File: src/rtl/dmem_arbiter.sv
// Two-port arbiter for the single-port data memory: issue -> fixed-latency wait -> done,
// plus the halt sequence (drain in-flight access, one createdump cycle, then park).
module dmem_arbiter #(
   parameter int MEM_LAT = 1,
   parameter int CNT_W   = 4
) (
   input  logic        clk,
   input  logic        rst,
   input  logic        p0_req,
   input  logic        p0_wr,
   input  logic [15:0] p0_addr,
   input  logic [15:0] p0_wdata,
   output logic        p0_gnt,
   output logic        p0_done,
   output logic [15:0] p0_rdata,
   input  logic        p1_req,
   input  logic        p1_wr,
   input  logic [15:0] p1_addr,
   input  logic [15:0] p1_wdata,
   output logic        p1_gnt,
   output logic        p1_done,
   output logic [15:0] p1_rdata,
   input  logic        halt,
   output logic        mem_en,
   output logic        mem_wr,
   output logic [15:0] mem_addr,
   output logic [15:0] mem_wdata,
   output logic        mem_dump,
   input  logic [15:0] mem_rdata,
   output logic        busy,
   output logic        halted
);

   typedef enum logic [2:0] {
      S_IDLE, S_ISSUE, S_WAIT, S_DONE, S_DUMP, S_HALTED
   } state_t;

   localparam logic [CNT_W-1:0] LAT_C = CNT_W'(MEM_LAT);

   state_t           r_state;
   logic             r_sel;
   logic             r_last;
   logic             r_wr;
   logic [15:0]      r_addr;
   logic [15:0]      r_wdata;
   logic [CNT_W-1:0] r_cnt;
   logic             r_halt_pend;
   logic [15:0]      r_p0_rdata;
   logic [15:0]      r_p1_rdata;

   // Round-robin only matters on a tie; a lone requester always wins.
   logic w_pick;
   assign w_pick = (p0_req && p1_req) ? ~r_last : p1_req;

   always_ff @(posedge clk or negedge rst) begin
      if (!rst) begin
         r_state     <= S_IDLE;
         r_sel       <= 1'b0;
         r_last      <= 1'b1;
         r_wr        <= 1'b0;
         r_addr      <= '0;
         r_wdata     <= '0;
         r_cnt       <= '0;
         r_halt_pend <= 1'b0;
         r_p0_rdata  <= '0;
         r_p1_rdata  <= '0;
      end else begin
         case (r_state)
            S_IDLE: begin
               if (halt) begin
                  r_state <= S_DUMP;
               end else if (p0_req || p1_req) begin
                  r_sel   <= w_pick;
                  r_last  <= w_pick;
                  r_wr    <= w_pick ? p1_wr    : p0_wr;
                  r_addr  <= w_pick ? p1_addr  : p0_addr;
                  r_wdata <= w_pick ? p1_wdata : p0_wdata;
                  r_state <= S_ISSUE;
               end
            end
            S_ISSUE: begin
               if (halt) r_halt_pend <= 1'b1;
               r_cnt   <= CNT_W'(1);
               r_state <= S_WAIT;
            end
            S_WAIT: begin
               if (halt) r_halt_pend <= 1'b1;
               if (r_cnt == LAT_C) begin
                  // Read data lands in the port register so it is visible during DONE.
                  if (!r_wr) begin
                     if (r_sel) r_p1_rdata <= mem_rdata;
                     else       r_p0_rdata <= mem_rdata;
                  end
                  r_state <= S_DONE;
               end else begin
                  r_cnt <= r_cnt + CNT_W'(1);
               end
            end
            S_DONE: begin
               if (r_halt_pend || halt) r_state <= S_DUMP;
               else                     r_state <= S_IDLE;
            end
            S_DUMP:   r_state <= S_HALTED;
            S_HALTED: r_state <= S_HALTED;
            default:  r_state <= S_IDLE;
         endcase
      end
   end

   // Moore decode keeps every strobe tied to the async-reset state register.
   assign mem_en    = (r_state == S_ISSUE);
   assign mem_wr    = mem_en && r_wr;
   assign mem_addr  = r_addr;
   assign mem_wdata = r_wdata;
   assign mem_dump  = (r_state == S_DUMP);
   assign p0_gnt    = mem_en && !r_sel;
   assign p1_gnt    = mem_en &&  r_sel;
   assign p0_done   = (r_state == S_DONE) && !r_sel;
   assign p1_done   = (r_state == S_DONE) &&  r_sel;
   assign p0_rdata  = r_p0_rdata;
   assign p1_rdata  = r_p1_rdata;
   assign busy      = (r_state != S_IDLE) && (r_state != S_HALTED);
   assign halted    = (r_state == S_HALTED);

endmodule
File: config.mk
export PLATFORM = sky130hd
export DESIGN_NAME = dmem_arbiter
export DESIGN_NICKNAME = d
export VERILOG_FILES = /design/src/rtl/dmem_arbiter.sv
export SDC_FILE = /design/constraint.sdc
export NUM_CORES = 1
export LEC_CHECK = 0
export ABC_AREA = 1
export CORE_ASPECT_RATIO = 0.9
export CORE_MARGIN = 2
export CORE_UTILIZATION = 38
export DETAILED_ROUTE_END_ITERATION = 10
export PLACE_DENSITY = 0.77
export SLEW_MARGIN = 20
export SYNTH_ARGS = -nofsm -noshare
export SYNTH_HDL_FRONTEND = slang
export SYNTH_SLANG_ARGS = --single-unit
File: constraint.sdc
create_clock -name clk -period 1.25 [get_ports clk]
set_input_delay 0.1875 -clock clk [delete_from_list [all_inputs] [get_ports clk]]
set_output_delay 0.1875 -clock clk [all_outputs]
set_load 0.005 [all_outputs]
Word level (Yosys, flattened, before mapping)
Index checks and enable logic that the tools add are counted.

Bits in registers: 75. Bits of input ports: 87. Output and inout port bits: 73.

$add $sub $neg: 1. Eq/ne operators: 10. Mux-type cells: 11. Bitwise gates (word level): 4. Reductions and logical operators: 21.

Operator list (number): 16-bit 2-to-1 mux (2); 3-bit one-hot mux with 5 select lines (1); 3-bit 2-to-1 mux (4); 4-bit one-hot mux with 2 select lines (1); 4-bit AND reduction (2); 1-bit logical AND (7); 3-bit by 2-bit == test with 1-bit output, second input constant (2); 3-bit == test, second input constant (2); 3-bit inequality test, second input constant (2); 2-bit AND reduction (3); 4-bit by 1-bit adder with 4-bit output, second input constant (1); 4-bit by 1-bit == test with 1-bit output, second input constant (1); 4-bit 2-to-1 mux (1); 2-bit inequality test, second input constant (2); 1-bit inverter (4); 2-bit OR reduction (2); 3-bit by 1-bit == test with 1-bit output, second input constant (1); 3-bit zero test (1); 3-bit AND reduction (1); 3-bit nonzero test (1); 1-bit logical OR (2); 1-bit 2-to-1 mux (2); 2-bit nonzero test (1); 1-bit zero test (1).

Depth between registers and ports, before layout
Depth after elaboration: 4. Depth in mapped cells: 8. Depth with buffers taken out: 7.

Worst setup path before layout
No wires, ideal clock.

Path type: register -> register. From: register r_cnt[1]. To: register r_p0_rdata[10] (netlist: p0_rdata[10]). Data arrival time: 1.201 ns. Required time: 1.134 ns. Setup slack: -0.068 ns. Stages on the path, launching flop included: 9. Clock period less this slack: 1.318 ns. Cells stage by stage: dfrtp_1 inv_1 ha_1 nand2_1 nor2_2 nand3_4 buf_6 nand2_1 nand2_1.

Cells in the longest elaborated chain, start to end: 2.

Ends and longest elaborated chain: start: declaration (RTL line 46) `logic [CNT_W-1:0] r_cnt;`; start signal: assignment (RTL line 96) `r_cnt <= r_cnt + CNT_W'(1);`; 4-bit by 1-bit == test with 1-bit output (RTL line 88) `if (r_cnt == LAT_C) begin`; 4-bit AND reduction (no source line); end signal: assignment (RTL line 92) `else r_p0_rdata <= mem_rdata;`; end: declaration (RTL line 48) `logic [15:0] r_p0_rdata;`.

Every way passes these cells. A chain may end at the register's enable or synchronous reset.

Worst setup path after layout
From: register r_state[0]. To: register r_p1_rdata[5] (netlist: p1_rdata[5]).

Cells in the longest elaborated chain, start to end: 2.

Ends and longest elaborated chain: start: declaration (RTL line 40) `state_t r_state;`; start signal: assignment (RTL line 57) `r_state <= S_IDLE;`; start signal: assignment (RTL line 71) `r_state <= S_DUMP;`; start signal: assignment (RTL line 78) `r_state <= S_ISSUE;`; 3-bit by 2-bit == test with 1-bit output (RTL line 68) `case (r_state)`; 4-bit AND reduction (no source line); end signal: assignment (RTL line 91) `if (r_sel) r_p1_rdata <= mem_rdata;`; end: declaration (RTL line 49) `logic [15:0] r_p1_rdata;`.

Every way passes these cells.

==> impl_results.md <==
* Status: finished with violations
* Violated checks: setup timing
* GRT overflow at 0
* Clock Path Buffers at 2
* Gate power share at 53.3%
* DR iter-0 viols at 147
* Clock sink count at 75
* Pint at 0.00884 W
* CTS Root Cell: clkbuf_8
* Drt pass-1 iters at 5
* Clk slew on worst S/H paths at 0.08 ns
* Max FO, Critical Path at 8
* CTS tree: yes
* Worst Path Class, Setup: reg2reg
* Die area at 10300 sq um
* Vias in the first global route at 3949
* Filler Cell Count at 674
* PnR worst setup slack at -0.314 ns
* Req. time, crit path at 1.47 ns
* First-pass GRT wire length at 18600 microns
* Share of cells above drive strength 1 at 30.4%
* Syn_area_per_cell at 7.66 sq um
* Clock power frac at 16.5%
* Io pins at 160
* Antenna violations before repair at 0
* Pre-CTS WS at -0.365 ns
* Post-Synthesis Cell Area at 3600 sq um
* Most common cell after layout, fill and taps aside: nand2_1
* IO Port Bufs at 159
* Rows at 33
* Max Slew Vio Count at 0
* Mapped Nets at 559
* Routed WL per cell at 14.7 microns
* Relative slew slack at 72.8%
* Warnings from Yosys at 0
* Final Hold Slack at 0.401 ns
* Highest clock rate at 0.639 GHz
* Chip Width at 107 microns
* # nets final at 795
* Vias at 4017
* CP peak stage delay at 0.45 ns
* Switch Pwr at 0.00515 W
* Most frequent cells in the layout: 217 x nand2_1, 85 x clkdlybuf4s50_1, 72 x dfrtp_1, 65 x dlygate4sd2_1, 54 x nand2_2
* Seq pwr share at 30.2%
* Synth Register Bits at 75
* Critical path, cell by cell: buf_6 -> buf_6 -> buf_4 -> nor2_4 -> buf_4 -> nand3_4 -> nand2_1 -> nand2_1
* Final Critical Period at 1.56 ns
* Clock Latency Late Sink at 0.34 ns
* Die Ht at 96.4 microns
* Worst hold path type: in2async
* RSZ-0062 raised after global routing: yes
* Leak at 3.45 nW
* Switching part of the total at 36.8%
* Post-Route WL at 12200 microns
* Routed Antenna Nets at 0
* Clock H-tree levels at 3
* Area growth syn-to-layout at 86.3%
* N_diodes at 0
* Initial Util at 39.3%
* CTS Buf Count at 9
* Arrival @ worst endpoint at 1.79 ns
* Vias per cell at 4.82
* Fin util at 73.2%
* Setup violations, final at 82
* Worst setup EP type: register
* Crit start category: register
* Setup Skew at 0.0129 ns
* Placer's final routability congestion estimate at 0.834
* Max-Cap Viols at 0
* Largest net degree at the start of global routing at 76
* Sequential fraction of the synthesis area at 52.1%
* Tot GR Track Use at 23.3%
* Cells after synthesis at 470
* Fin. Hold Viols at 0
* Worst vdd ir at 0.845 mV
* Power consumption at 0.0140 W
* Core area at 9170 sq um
* Pwr/cell area at 2090 nW/um^2
* Tcrit/Tclk final at 125%
* Drt drc at 0
* Synth cell types at 26
* HPWL after DPL at 7380 microns
* Slowest-stage cell, CP: dfrtp_2
* Worst slew pin tran at 0.408 ns
## critical path, delay by kind of cell (launching register included)
kind | cells | cell delay (ns)
buffers and inverters | 4 | 0.52
DFF | 1 | 0.45
and+or+nand+nor | 4 | 0.48
## synthesized netlist by cell type
library cell	number	area [sq um]
nand2_1	284	1070
dfrtp_1	74	1850
nand3_1	41	205
nor2_1	13	48.8
inv_1	10	37.5
buf_2	9	45.0
buf_6	5	56.3
inv_2	4	15.0
buf_4	3	22.5
nand2_2	3	18.8
nor2_2	3	18.8
clkbuf_1	2	7.51
ha_1	2	25.0
nand3_2	2	20.0
nand3_4	2	35.0
nand4_1	2	12.5
nor2_4	2	22.5
a21o_1	1	7.51
a21oi_1	1	5.00
dfstp_2	1	26.3
inv_4	1	6.26
nand2_4	1	11.3
nand3b_1	1	7.51
nor3_4	1	16.3
o21ai_0	1	5.00
xnor2_1	1	8.76
## stage by stage
stage | setup TNS (ns) | instances | cell area [sq um]
final | -19.97 | 833 | 6710
after global placement | -11.97 | 764 | 5520
after detailed placement | -15.84 | 764 | 5520
after CTS | -18.89 | 827 | 6390
after floorplan | -0.656 | 470 | 3610
after global routing | -24.77 | 833 | 6710
## cells by family (layout without fill, tap and decap cells)
group	Yosys count	in the layout	synth area share, %
AOI/OAI and AO/OA	3	3	0.486
adders and majority gates	2	2	0.695
DFF	75	75	52.1
and+or+nand+nor	355	357	41.2
buffers and inverters	34	273	5.28
xor gates and xnor gates	1	1	0.243
## final timing paths
check / slack (ns) / endpoint / cells after the start / startpoint
min in group clk: 0.44 / p0_rdata[8]$_DFFE_PN0P_ / 3 / mem_rdata[8]
max reg2reg: -0.31 / p1_rdata[5]$_DFFE_PN0P_ / 8 / r_state[0]$_DFFE_PN0P_
max in group asynchronous: 0.51 / r_cnt[1]$_DFFE_PN0P_ / 3 / rst
max: -0.31 / p1_rdata[5]$_DFFE_PN0P_ / 8 / r_state[0]$_DFFE_PN0P_
min: 0.40 / mem_addr[15]$_DFFE_PN0P_ / 3 / rst
min reg2reg: 0.47 / r_halt_pend$_DFFE_PN0P_ / 1 / r_halt_pend$_DFFE_PN0P_
## sequential cells by signal, indices dropped and copies added, names as in the netlist
register     flops
mem_addr        16
mem_wdata       16
p0_rdata        16
p1_rdata        16
r_cnt            4
r_halt_pend      1
r_last           1
r_sel            1
r_state          3
r_wr             1
## power by group through the flow
stage / sequential (W) / clock (W) / combinational (W)
after floorplan: 0.00426 / 0 / 0.00215
after global placement: 0.00419 / 0 / 0.00563
after detailed placement: 0.00422 / 0 / 0.00579
after CTS: 0.00415 / 0.00233 / 0.00674
after global routing: 0.00433 / 0.00246 / 0.00809
final: 0.00422 / 0.00231 / 0.00746
## timing repair
item,in CTS,in global routing
endpoints found under the setup margin,145,87
gates resized for setup,158,96
hold buffers,1,0
gates cloned,8,3
buffers inserted,39,11
hold endpoints to repair,74,0
pin swaps,23,31
## final cells by class
cell class / instances / area, sq um / area share, %
inverter: 15 / 78.8 / 1.17
tap: 122 / 153 / 2.27
clock buffer: 10 / 138 / 2.05
multi-input combinational: 363 / 1940 / 29.0
sequential: 75 / 1880 / 28.0
timing repair buffer: 242 / 2400 / 35.8
clock inverter: 6 / 113 / 1.68
## layer usage
metal  vias to the layer above  track usage [%]  routed length [microns]
met1                      1890             27.6                     4750
li1                       1931                -                        -
met3                        21             5.42                      877
met4                         0             6.82                      228
met2                       175             42.3                     6390
met5                         -                0                        0
Power figures use the tool's default switching activity.
